===== src/rtl/st3_4_exmem_register.sv =====
// EX/MEM pipeline register: captures EX results, holds loads/stores for WAIT_CYCLES wait states.
// Optional stall-cycle counter enabled by defining EXMEM_STALL_CNT_EN.
module st3_4_exmem_register #(
    parameter int DATA_W      = 16,
    parameter int REG_W       = 4,
    parameter int WAIT_CYCLES = 2
) (
    input  logic              clk,
    input  logic              rst,
    input  logic              ex_valid,
    input  logic [1:0]        ex_MemWrite,
    input  logic [1:0]        ex_MemRead,
    input  logic              ex_RegWrite,
    input  logic              ex_MemToReg,
    input  logic [DATA_W-1:0] ex_ALUResult,
    input  logic [DATA_W-1:0] ex_WriteData,
    input  logic [REG_W-1:0]  ex_WriteReg,
    input  logic              flush,
    output logic [1:0]        MemWrite,
    output logic [1:0]        MemRead,
    output logic [DATA_W-1:0] Address,
    output logic [DATA_W-1:0] WriteData,
    output logic              mem_valid,
    output logic              mem_done,
    output logic              RegWrite,
    output logic              MemToReg,
    output logic [REG_W-1:0]  WriteReg,
    output logic              stall_out,
    output logic              illegal_op,
    output logic [15:0]       stall_count
);

    typedef enum logic {PASS = 1'b0, WAIT = 1'b1} state_t;

    localparam logic [3:0] W_INIT = 4'(WAIT_CYCLES);

    state_t              r_state, w_state_nxt;
    logic [3:0]          r_cnt, w_cnt_nxt;
    logic                r_valid, r_regwrite, r_memtoreg, r_illegal;
    logic [1:0]          r_memwrite, r_memread;
    logic [DATA_W-1:0]   r_addr, r_wdata;
    logic [REG_W-1:0]    r_wreg;

    logic                w_wr_ill, w_rd_ill, w_ill;
    logic [1:0]          w_mw_cap, w_mr_cap;
    logic                w_memop_cap, w_capture;

    // An illegal encoding on either field demotes the whole instruction to a non-memop.
    assign w_wr_ill    = (ex_MemWrite == 2'b11);
    assign w_rd_ill    = (ex_MemRead == 2'b11);
    assign w_ill       = ex_valid & (w_wr_ill | w_rd_ill);
    assign w_mw_cap    = (ex_valid & ~w_ill) ? ex_MemWrite : 2'b00;
    assign w_mr_cap    = (ex_valid & ~w_ill & (ex_MemWrite == 2'b00)) ? ex_MemRead : 2'b00;
    assign w_memop_cap = (w_mw_cap != 2'b00) | (w_mr_cap != 2'b00);
    assign w_capture   = (r_state == PASS) & ~flush;

    always_ff @(posedge clk) begin
        if (rst) begin
            r_state <= PASS;
            r_cnt   <= 4'd0;
        end else begin
            r_state <= w_state_nxt;
            r_cnt   <= w_cnt_nxt;
        end
    end

    always_comb begin
        w_state_nxt = r_state;
        w_cnt_nxt   = r_cnt;
        if (flush) begin
            w_state_nxt = PASS;
            w_cnt_nxt   = 4'd0;
        end else if (r_state == PASS) begin
            if (w_memop_cap && (WAIT_CYCLES > 0)) begin
                w_state_nxt = WAIT;
                w_cnt_nxt   = W_INIT;
            end
        end else begin
            w_cnt_nxt = r_cnt - 4'd1;
            if (r_cnt == 4'd1) w_state_nxt = PASS;
        end
    end

    always_ff @(posedge clk) begin
        if (rst) begin
            r_valid    <= 1'b0;
            r_memwrite <= 2'b00;
            r_memread  <= 2'b00;
            r_regwrite <= 1'b0;
            r_memtoreg <= 1'b0;
            r_illegal  <= 1'b0;
            r_addr     <= '0;
            r_wdata    <= '0;
            r_wreg     <= '0;
        end else if (flush) begin
            r_valid    <= 1'b0;
            r_memwrite <= 2'b00;
            r_memread  <= 2'b00;
            r_regwrite <= 1'b0;
            r_illegal  <= 1'b0;
        end else if (w_capture) begin
            r_valid    <= ex_valid;
            r_memwrite <= w_mw_cap;
            r_memread  <= w_mr_cap;
            r_regwrite <= ex_valid & ex_RegWrite;
            r_memtoreg <= ex_valid & ex_MemToReg;
            r_illegal  <= w_ill;
            r_addr     <= ex_ALUResult;
            r_wdata    <= ex_WriteData;
            r_wreg     <= ex_WriteReg;
        end
    end

    // Stores reach memory only in the commit cycle, never while waiting.
    always_comb begin
        stall_out  = (r_state == WAIT);
        mem_done   = r_valid & (r_state == PASS);
        MemWrite   = mem_done ? r_memwrite : 2'b00;
        MemRead    = r_memread;
        mem_valid  = r_valid;
        RegWrite   = r_valid & r_regwrite;
        MemToReg   = r_valid & r_memtoreg;
        WriteReg   = r_valid ? r_wreg : '0;
        Address    = r_addr;
        WriteData  = r_wdata;
        illegal_op = r_illegal;
    end

`ifdef EXMEM_STALL_CNT_EN
    logic [15:0] r_stall_cnt;
    always_ff @(posedge clk) begin
        if (rst)
            r_stall_cnt <= 16'h0000;
        else if ((r_state == WAIT) && (r_stall_cnt != 16'hFFFF))
            r_stall_cnt <= r_stall_cnt + 16'h0001;
    end
    assign stall_count = r_stall_cnt;
`else
    assign stall_count = 16'h0000;
`endif

endmodule

===== config.mk =====
export PLATFORM = sky130hd
export DESIGN_NAME = st3_4_exmem_register
export DESIGN_NICKNAME = d
export VERILOG_FILES = /design/src/rtl/st3_4_exmem_register.sv
export SDC_FILE = /design/constraint.sdc
export NUM_CORES = 1
export LEC_CHECK = 0
export CAP_MARGIN = 10
export CORE_ASPECT_RATIO = 0.9
export CORE_UTILIZATION = 25
export CTS_CLUSTER_SIZE = 25
export DETAILED_ROUTE_END_ITERATION = 6
export HOLD_SLACK_MARGIN = 0.15
export SETUP_SLACK_MARGIN = 0.1
export SLEW_MARGIN = 15
export SYNTH_ARGS = -nofsm -noshare
export SYNTH_HDL_FRONTEND = slang
export SYNTH_SLANG_ARGS = --single-unit

===== constraint.sdc =====
create_clock -name clk -period 1.84 [get_ports clk]
set_input_delay 0.276 -clock clk [delete_from_list [all_inputs] [get_ports clk]]
set_output_delay 0.276 -clock clk [all_outputs]
set_load 0.005 [all_outputs]

==> results of run 1 <==
-- stage by stage --
step	hold slack (ns)	total power [µW]	std cells	cell area, µm²	util [%]
2_1_floorplan	0.412	1320	263	2040	-
3_3_place_gp	0.435	1540	429	3000	39.4
3_5_place_dp	0.443	1550	429	3000	39.4
4_1_cts	0.456	2180	437	3090	40.6
5_1_grt	0.471	2270	437	3120	40.9
6_report	0.450	2130	437	3120	40.9
-- worst max-delay path, cell delays in order (launching register included) --
cell,delay [ns]
dfxtp_2,0.35
buf_6,0.12
and2_1,0.12
clkdlybuf4s50_1,0.50
-- flip-flops by register name, summed over array words and instances, names as in the netlist, 2 cells and up --
name,count
r_memwrite,2
WriteData,16
r_cnt,4
MemRead,2
r_wreg,4
Address,16
-- routing by layer --
metal | share of wire, % | vias to the layer above | wire length, µm
met5 | 0 | - | 0
met4 | 0.72 | 0 | 37
met3 | 7.6 | 6 | 391
met2 | 46 | 73 | 2380
met1 | 45 | 854 | 2330
li1 | - | 967 | -
-- placed cells by master (no fill, tap or decap) --
master,synthesis,final
a22o_2,1,1
xnor2_1,1,1
a21oi_1,44,44
buf_6,0,2
nor2_4,0,1
and4b_1,1,1
ha_1,2,2
a31oi_1,1,1
nor4_2,1,1
clkdlybuf4s50_1,0,85
nand2_1,80,80
clkbuf_8,0,5
dfxtp_1,49,47
a22oi_1,1,1
nor3_1,2,2
a311o_1,1,1
clkinv_2,0,2
and3_1,1,1
a221oi_1,1,1
dlymetal6s2s_1,0,6
a32oi_1,2,2
nor2b_4,0,1
or2_2,2,2
nor2_1,3,2
nor4b_1,2,2
inv_1,4,4
dfxtp_2,0,2
nand3_1,3,3
nand4_1,2,2
or4_4,1,1
nor4bb_1,1,1
buf_4,16,7
clkbuf_1,15,1
conb_1,1,16
buf_12,0,2
and2_1,8,8
-- power groups by stage --
| stage | Sequential (µW) | Clock (µW) | Combinational (µW) |
|---|---|---|---|
| 2_1_floorplan | 1170 | 0 | 158 |
| 3_3_place_gp | 1160 | 0 | 383 |
| 3_5_place_dp | 1160 | 0 | 386 |
| 4_1_cts | 1140 | 651 | 389 |
| 5_1_grt | 1150 | 694 | 426 |
| 6_report | 1140 | 610 | 382 |
-- cells in the mapped netlist (2+ instances only) --
cell type / count
nor2_1: 3
and2_1: 8
nor4b_1: 2
or2_2: 2
inv_1: 4
nand2_1: 80
ha_1: 2
a21oi_1: 44
nand3_1: 3
clkbuf_1: 15
buf_4: 16
a32oi_1: 2
dfxtp_1: 49
nand4_1: 2
nor3_1: 2
-- what timing repair did --
item | 4_1_cts | 5_1_grt
hold buffers | 0 | 0
setup endpoints to repair | 2 | 9
setup buffers | 0 | 0
gates resized for setup | 2 | 10
-- layout make-up --
type,count,area [µm²]
clock buffers,6,72.6
repair buffers,102,1040
well taps,96,120
inverters,4,15.0
clock inverters,2,10.0
multi-input cells,178,875
fillers,779,4500
flip-flops and latches,49,983
-- how the worst max path moves through the flow --
stage | to | cells after the start | startpoint | slack, ns
2_1_floorplan | r_cnt[0] | 3 | ex_MemWrite[1] | 0.50
3_3_place_gp | r_cnt[0] | 4 | ex_MemWrite[1] | 0.03
3_5_place_dp | r_cnt[2] | 4 | ex_MemWrite[1] | 0.01
4_1_cts | WriteReg[1] | 3 | mem_valid | 0.1
5_1_grt | RegWrite | 3 | mem_valid | 0.06
6_report | RegWrite | 3 | mem_valid | 0.18
-- kinds of logic after synthesis --
| group | after synthesis | synth area share [%] |
|---|---|---|
| AOI/OAI and AO/OA | 51 | 14.2 |
| xor gates and xnor gates | 1 | 0.442 |
| adders and majority gates | 2 | 1.26 |
| buffers and inverters | 36 | 9.92 |
| DFF | 49 | 49.5 |
| other | 1 | 0.189 |
| and+or+nand+nor | 108 | 24.5 |
==> impl_metrics.tcl, run 1 <==
set metrics [dict create \
    initial_core_util_pct 26.0 \
    fmax_mhz 603 \
    setup_tns_ns 0 \
    r2r_setup_slack_ns 0.54 \
    critPathKind "flip-flop to primary output" \
    finalHoldViolCount 0 \
    grt.busiest_layer "met2" \
    max_cap_viol_count 0 \
    io_buffers 91 \
    wl_per_cell_um 11.8 \
    synth_edf_count 0 \
    routed_wl_um 5140 \
    clock_latency_ns 0.29 \
    outcome "finished clean" \
    reg2reg_to "Address[13]" \
    gr-usage-met3_pct 4.39 \
    rsz0062_at_grt "yes" \
    clock_sinks 49 \
    cp.required_ns 1.56 \
    power_leakage_uw 0.00128 \
    drtIter0Drc 37 \
    p_int_uw 1600 \
    start_kind "flip-flop" \
    antenna_found_initial 0 \
    r2r_start "stall_out" \
    use_met2_pct 22.3 \
    dieWidth_um 95.8 \
    crit_arrival_ns 1.38 \
    grtUsageTotal_pct 13.1 \
    p_clk_share_pct 28.6 \
    grt_overflow 0 \
    cellPowerDensity_nw_per_um2 684 \
    finalWorstSetupSlack_ns 0.181 \
    netlist.area_leader.share_pct 49.5 \
    dp_hpwl_um 3550 \
    irDropWorstVdd_uv 378 \
    gp_congestion 0.693 \
    hold_path_class "flip-flop to flip-flop" \
    cts_buffers 5 \
    yosys.area.top_type "dfxtp_1" \
    cts_tree "yes" \
    p_seq_share_pct 53.4 \
    min_from "r_memwrite[1]" \
    comb_power_share_pct 17.9 \
    grt_max_degree 43 \
    crit_path_end_kind "primary output" \
    viasPerCell 4.35 \
    rows 30 \
    ant_nets 0 \
    htree_levels 2 \
    vias 1900 \
    dr.pass1.iters 4 \
    synth.avg_cell_area_um2 7.99 \
    io_pins 108 \
    synth-seq-area-share_pct 49.5 \
    syn_area_um2 1980 \
    period_needed_ns 1.66 \
    clock_path_buffers 2 \
    drive_gt1_share_pct 7.92 \
    first_global_vias 1782 \
    critical_path_peak_fanout 8 \
    setup_viol 0 \
    maxSlewViolCount 0 \
    r2r_cells 5 \
    root_buffer "clkbuf_8" \
    yosys_warnings 0 \
    dieArea_um2 8280 \
    worstHoldEndpoint "r_memwrite[1]" \
    area_delta_synth_final_pct 57.4 \
    power.share.switching_pct 24.8 \
    netSwitchingPower_uw 529 \
    grt_pass1_wl_um 8360 \
    netlist_instances 248 \
    core-area_um2 7620 \
    timing.final.crit_share_pct 90.1 \
    synth_ff_type "dfxtp_1" \
    dp_slack_ns 0.0108 \
    drcViolationCount 0 \
    yosysUniqueCellTypes 29 \
    hold_depth 2 \
    synthTopCellsByArea "dfxtp_1 50%, nand2_1 15%, a21oi_1 11%" \
    fin_worst_skew_ns 0.00321 \
    final_nets 388 \
    die_height_um 86.4 \
    use_met1_pct 15.7 \
    async_reset_ff_share_pct 0 \
    clkSlewWorstSetupHoldPaths_ns 0.09 \
    insertedDiodeCount 0 \
    ys_seq_elements 49 \
]
Note: power is estimated with default switching activity, not from simulation.
==> inputs of run 2 (changes only) <==
Clock period 1.84 ns to 1.4 ns, I/O delays scaled along.
==> run 2 against run 1 <==
Sequential share of layout area down 5.5 points; flip-flop and latch count unchanged; sequential power up 34%; register-to-register slack worse by 0.45 ns; largest power group unchanged; first-iteration DRC count up 32%; via count up 7.6%; setup slack worse by 0.18 ns; highest routed layer unchanged; final area up 24%; critical path type unchanged.
==> impl_metrics.tcl, run 2 (synthesis gave the netlist of run 1 again) <==
set metrics [dict create \
    cp.depth 5 \
    grtUsageTotal_pct 13.8 \
    cp_top_family "buffers and inverters" \
    whs_ns 0.444 \
    rows 30 \
    critical-path-top-cell-by-count "buf_6" \
    vias 2045 \
    htree_levels 2 \
    r2r_cells 5 \
    power_leakage_uw 0.00181 \
    critPathKind "flip-flop to primary output" \
    r2r_setup_slack_ns 0.09 \
    rsz0062_at_grt "yes" \
    clock_latency_ns 0.30 \
    dr.pass1.iters 4 \
    clock_path_buffers 2 \
    setup_viol 0 \
    dieWidth_um 95.8 \
    finalHoldViolCount 0 \
    die_height_um 86.4 \
    hold_path_class "input port to flip-flop" \
    dieArea_um2 8280 \
    worst_pin_slew_ns 0.602 \
    hold_buffers 0 \
    irDropWorstVdd_uv 443 \
    clock_sinks 49 \
    cp-startpoint "mem_valid" \
    gp_congestion 0.743 \
    final_nets 412 \
    crit_chain "buf_6, buf_6, buf_6, and2_4, buf_6" \
    drtIter0Drc 49 \
    routed_wl_um 6310 \
    placed_area_um2 3060 \
    dp.cells 435 \
    area_delta_synth_final_pct 95.2 \
    grt_overflow 0 \
    worst-path-buf-inv 4 \
    cp.required_ns 1.19 \
    maxSlewViolCount 0 \
    root_buffer "clkbuf_8" \
    fmax_mhz 718 \
    period_needed_ns 1.39 \
    ant_nets 0 \
    drcViolationCount 0 \
    viasPerCell 4.44 \
    outcome "finished clean" \
    crit_path_end_kind "primary output" \
    clkSlewWorstSetupHoldPaths_ns 0.09 \
    crit_arrival_ns 1.18 \
    final_cell_mix "43 x nand2_1, 42 x clkdlybuf4s50_1, 38 x dlygate4sd2_1" \
    min_from "ex_ALUResult[4]" \
    dp_hpwl_um 3510 \
    setup_tns_ns 0 \
    r2r_start "stall_out" \
    grt_pass1_wl_um 8770 \
    critical_path_peak_fanout 4 \
    crit_slowest_cell "dfxtp_2" \
    layout_commonest_cell "nand2_1" \
    initial_core_util_pct 26.0 \
    antenna_found_initial 0 \
    wl_per_cell_um 13.7 \
    first_global_vias 1890 \
    maxSlewHeadroom_pct 59.9 \
    fin_worst_skew_ns 0.00532 \
    timing.final.crit_share_pct 99.6 \
    nFillCells 743 \
    core-area_um2 7620 \
    total_power_uw 3420 \
    grt_max_degree 38 \
    cts_buffers 5 \
    cellPowerDensity_nw_per_um2 884 \
    final_area_um2 3870 \
    start_kind "flip-flop" \
    cts_tree "yes" \
    insertedDiodeCount 0 \
    hold_depth 3 \
    max_cap_viol_count 0 \
    drive_gt1_share_pct 43.3 \
    io_buffers 91 \
    final_cells 461 \
    io_pins 108 \
    worst_path_largest_cell_delay_ns 0.33 \
]
-- run 2: final timing paths --
path                                      end
worst max-delay path              WriteReg[1]
worst min-delay path               Address[4]
worst max register to register    Address[10]
worst min register to register  r_memwrite[1]
-- run 2: final cells by class --
cell class                      count  area [µm²]  share of cell area (%)
Clock buffer                        5        68.8                    1.78
Clock inverter                      3        65.1                    1.68
Inverter                            4        15.0                   0.388
Multi-Input combinational cell    178        1290                    33.3
Sequential cell                    49        1010                    26.1
Tap cell                           96         120                    3.11
Timing Repair Buffer              126        1300                    33.7
-- run 2: per-layer routing --
layer / GRT usage, % / vias to the layer above / part of all wire, % / wire, µm
met4: 2.44 / 0 / 0.35 / 22
met5: 0 / - / 0 / 0
met1: 16.8 / 947 / 44 / 2750
met3: 5.35 / 4 / 7.7 / 484
met2: 23.1 / 72 / 48 / 3050
li1: - / 1022 / - / -
-- run 2: what timing repair did --
item / 4_1_cts / 5_1_grt
gates resized for setup: 131 / 101
cloned: 2 / 6
setup buffers: 5 / 6
pin swaps: 19 / 40
setup endpoints to repair: 58 / 53
-- run 2: metrics by stage --
step	util [%]	worst slack (ns)
floorplan	-	0.131
global placement	40.1	-0.337
detailed placement	40.1	-0.340
CTS	43.4	-0.0387
global route	50.7	-0.0412
finish	50.7	0.00630
-- run 2: worst register-to-register path: stages, from the launching register on --
cell and delay (ns):
dfxtp_4 0.37, buf_12 0.13, or2_4 0.35, clkbuf_16 0.23, nand2_4 0.06, a21oi_2 0.04
-- run 2: report_power, final --
part | switching (µW) | total (µW) | leakage [µW] | internal, µW
Combinational | 307 | 698 | 0.00133 | 392
Sequential | 61.4 | 1530 | 0.000410 | 1470
Clock | 480 | 1190 | 0.0000681 | 710
==> RTL edit (flow settings as in run 2) <==
Set the parameter `DATA_W` to 24 (it was 16).
--- a/src/rtl/st3_4_exmem_register.sv
+++ b/src/rtl/st3_4_exmem_register.sv
@@ -1,7 +1,7 @@
 // EX/MEM pipeline register: captures EX results, holds loads/stores for WAIT_CYCLES wait states.
 // Optional stall-cycle counter enabled by defining EXMEM_STALL_CNT_EN.
 module st3_4_exmem_register #(
-    parameter int DATA_W      = 16,
+    parameter int DATA_W      = 24,
     parameter int REG_W       = 4,
     parameter int WAIT_CYCLES = 2
 ) (
Interface: changed (resized Address, WriteData, ex_ALUResult and ex_WriteData); port bits go from 108 to 140. The function was not compared with the original's and may differ.
==> RTL edit against run 2 <==
  * Sequential cell count is 16 higher
  * Sequential share of layout area is 3.9 points higher
  * Utilization is 6.6 points lower
  * Sequential power is 30% higher
  * Final cell count is 29% higher
  * Setup slack worse by 0.0037 ns
  * Worst hold slack worse by 0.18 ns
  * Area after synthesis is 29% higher
  * Total power is 43% higher
  * Routed wire length is 13% higher
  * Design area is 12% higher
  * Largest power group is now clock
  * Highest routed layer unchanged
==> RTL edit: results (changes against run 2) <==
[status]
status = finished, final reports clean

[detailed_routing]
firstDrtPassIters = 4  ; unchanged
drt_wl_total_um = 7100  ; +13%
drt_iter0_drc = 72  ; +47%
vias = 2526  ; +24%

[synthesis]
synthTopCellsByArea = dfxtp_1, nand2_1, a21oi_1
ys_seq_area_share_pct = 50.8  ; +1.3 points
ys_types = 29  ; unchanged
yosys_warnings = 0  ; unchanged
async_flop_share_pct = 0  ; unchanged
yosys-top-cells-count = nand2_1, dfxtp_1, a21oi_1

[critical_path]
crit_fanout = 3  ; -1
max_stage_delay_ns = 0.32
cp.arrival_ns = 1.19
cp-startpoint = mem_valid$_SDFFE_PP0P_
crit_path_top_delay_cell = dfxtp_2
rr_startpoint = stall_out$_SDFF_PP0_

[hold_path]
hold_path_class = input pin to flop
holdCritStartpoint = rst

[clocking]
cts_buffer_depth = 2  ; unchanged
cts_root_buffer = clkbuf_16
cts.htree.levels = 3  ; +1
cts.clk_slew.worst_paths_ns = 0.05  ; -0.04 ns
cts_buffers = 9  ; +4
clock_latency_ns = 0.32  ; +0.02 ns

[finish]
antennaDiodeCount = 0  ; unchanged
fillCellCount = 1002  ; +35%
nNetsFinal = 528  ; +28%
drive_above_1_share_pct = 15.0  ; -28 points

[pwr]
p_leak_nw = 1.96  ; +8.6%
switchingPower_mw = 1.10  ; +29%
peakVddDrop_uv = 594  ; +34%

[placement]
io_buffers = 123  ; +35%
dp.final_hpwl_um = 4890  ; +39%
gp_routability_congestion = 0.773  ; +4.1%
dpl_worst_slack_ns = -0.270  ; +0.0699 ns

[sta]
clock_skew_ns = 0.00652  ; +0.00121 ns

[global_route]
grt_max_degree = 44  ; +16%
antenna_found_initial = 0  ; unchanged
grt_pass1_wl_um = 11400  ; +30%
grt_usage_pct = 13.6  ; -0.19 points

RTL edit: per-layer routing:
| metal | global-route usage [%] | vias up | share of wire (%) |
|---|---|---|---|
| li1 | - | 1304 | - |
| met1 | 15.9 | 1121 | 45 |
| met2 | 22.3 | 96 | 44 |
| met3 | 5.94 | 5 | 10 |
| met4 | 3.85 | 0 | 0.73 |
| met5 | 0 | - | 0 |
RTL edit: kinds of logic after synthesis:
group / Yosys count / share of synthesized area, %
flops: 65 / 50.8
fa+ha+maj: 2 / 0.977
buf+inv: 45 / 9.58
simple gates: 140 / 23.4
compound gates: 71 / 15.1
other cells: 1 / 0.146
RTL edit: power groups by stage:
stage / clock, mW / sequential [mW] / combinational, mW
after floorplan: 0 / 2.04 / 0.271
after global placement: 0 / 2.03 / 0.697
after detailed placement: 0 / 2.03 / 0.701
after CTS: 2.31 / 1.99 / 0.663
after global routing: 2.39 / 2.00 / 0.748
final: 2.22 / 1.99 / 0.673
RTL edit: final timing paths:
kind | endpoint | slack [ns] | cells past startpoint
setup / recovery | MemToReg | 0.003 | 5
hold / removal | stall_out$_SDFF_PP0_ | 0.27 | 3
setup reg to reg | r_cnt[2]$_SDFFE_PP0P_ | 0.18 | 5
hold reg to reg | Address[0]$_SDFFE_PP0P_ | 0.45 | 2
RTL edit: cell type report:
| class | count | share of cell area [%] |
|---|---|---|
| Timing Repair Buffer | 152 | 33.1 |
| Sequential cell | 65 | 30.0 |
| Multi-Input combinational cell | 229 | 25.8 |
| Clock buffer | 12 | 5.91 |
| Tap cell | 126 | 3.63 |
| Clock inverter | 3 | 0.922 |
| Inverter | 7 | 0.605 |
RTL edit: repair_timing:
item / in CTS / in global routing
setup buffers: 5 / 2
cloned: 0 / 1
endpoints found under the setup margin: 65 / 14
gates resized for setup: 101 / 14
pin swaps: 6 / 5
RTL edit: worst max-delay path: cells and delay by family, from the launching register on:
kind,cells,cell delay [ns]
AND/OR/NAND/NOR,1,0.13
flip-flops,1,0.32
buffers and inverters,4,0.43
RTL edit: metrics by stage:
step	cell area [um2]	std cells	hold WS [ns]	power [mW]
after floorplan	2620	339	0.346	2.31
after global placement	3990	571	0.434	2.73
after detailed placement	3990	571	0.440	2.74
after CTS	4280	591	0.256	4.96
after global routing	4340	594	0.281	5.14
final	4340	594	0.269	4.89
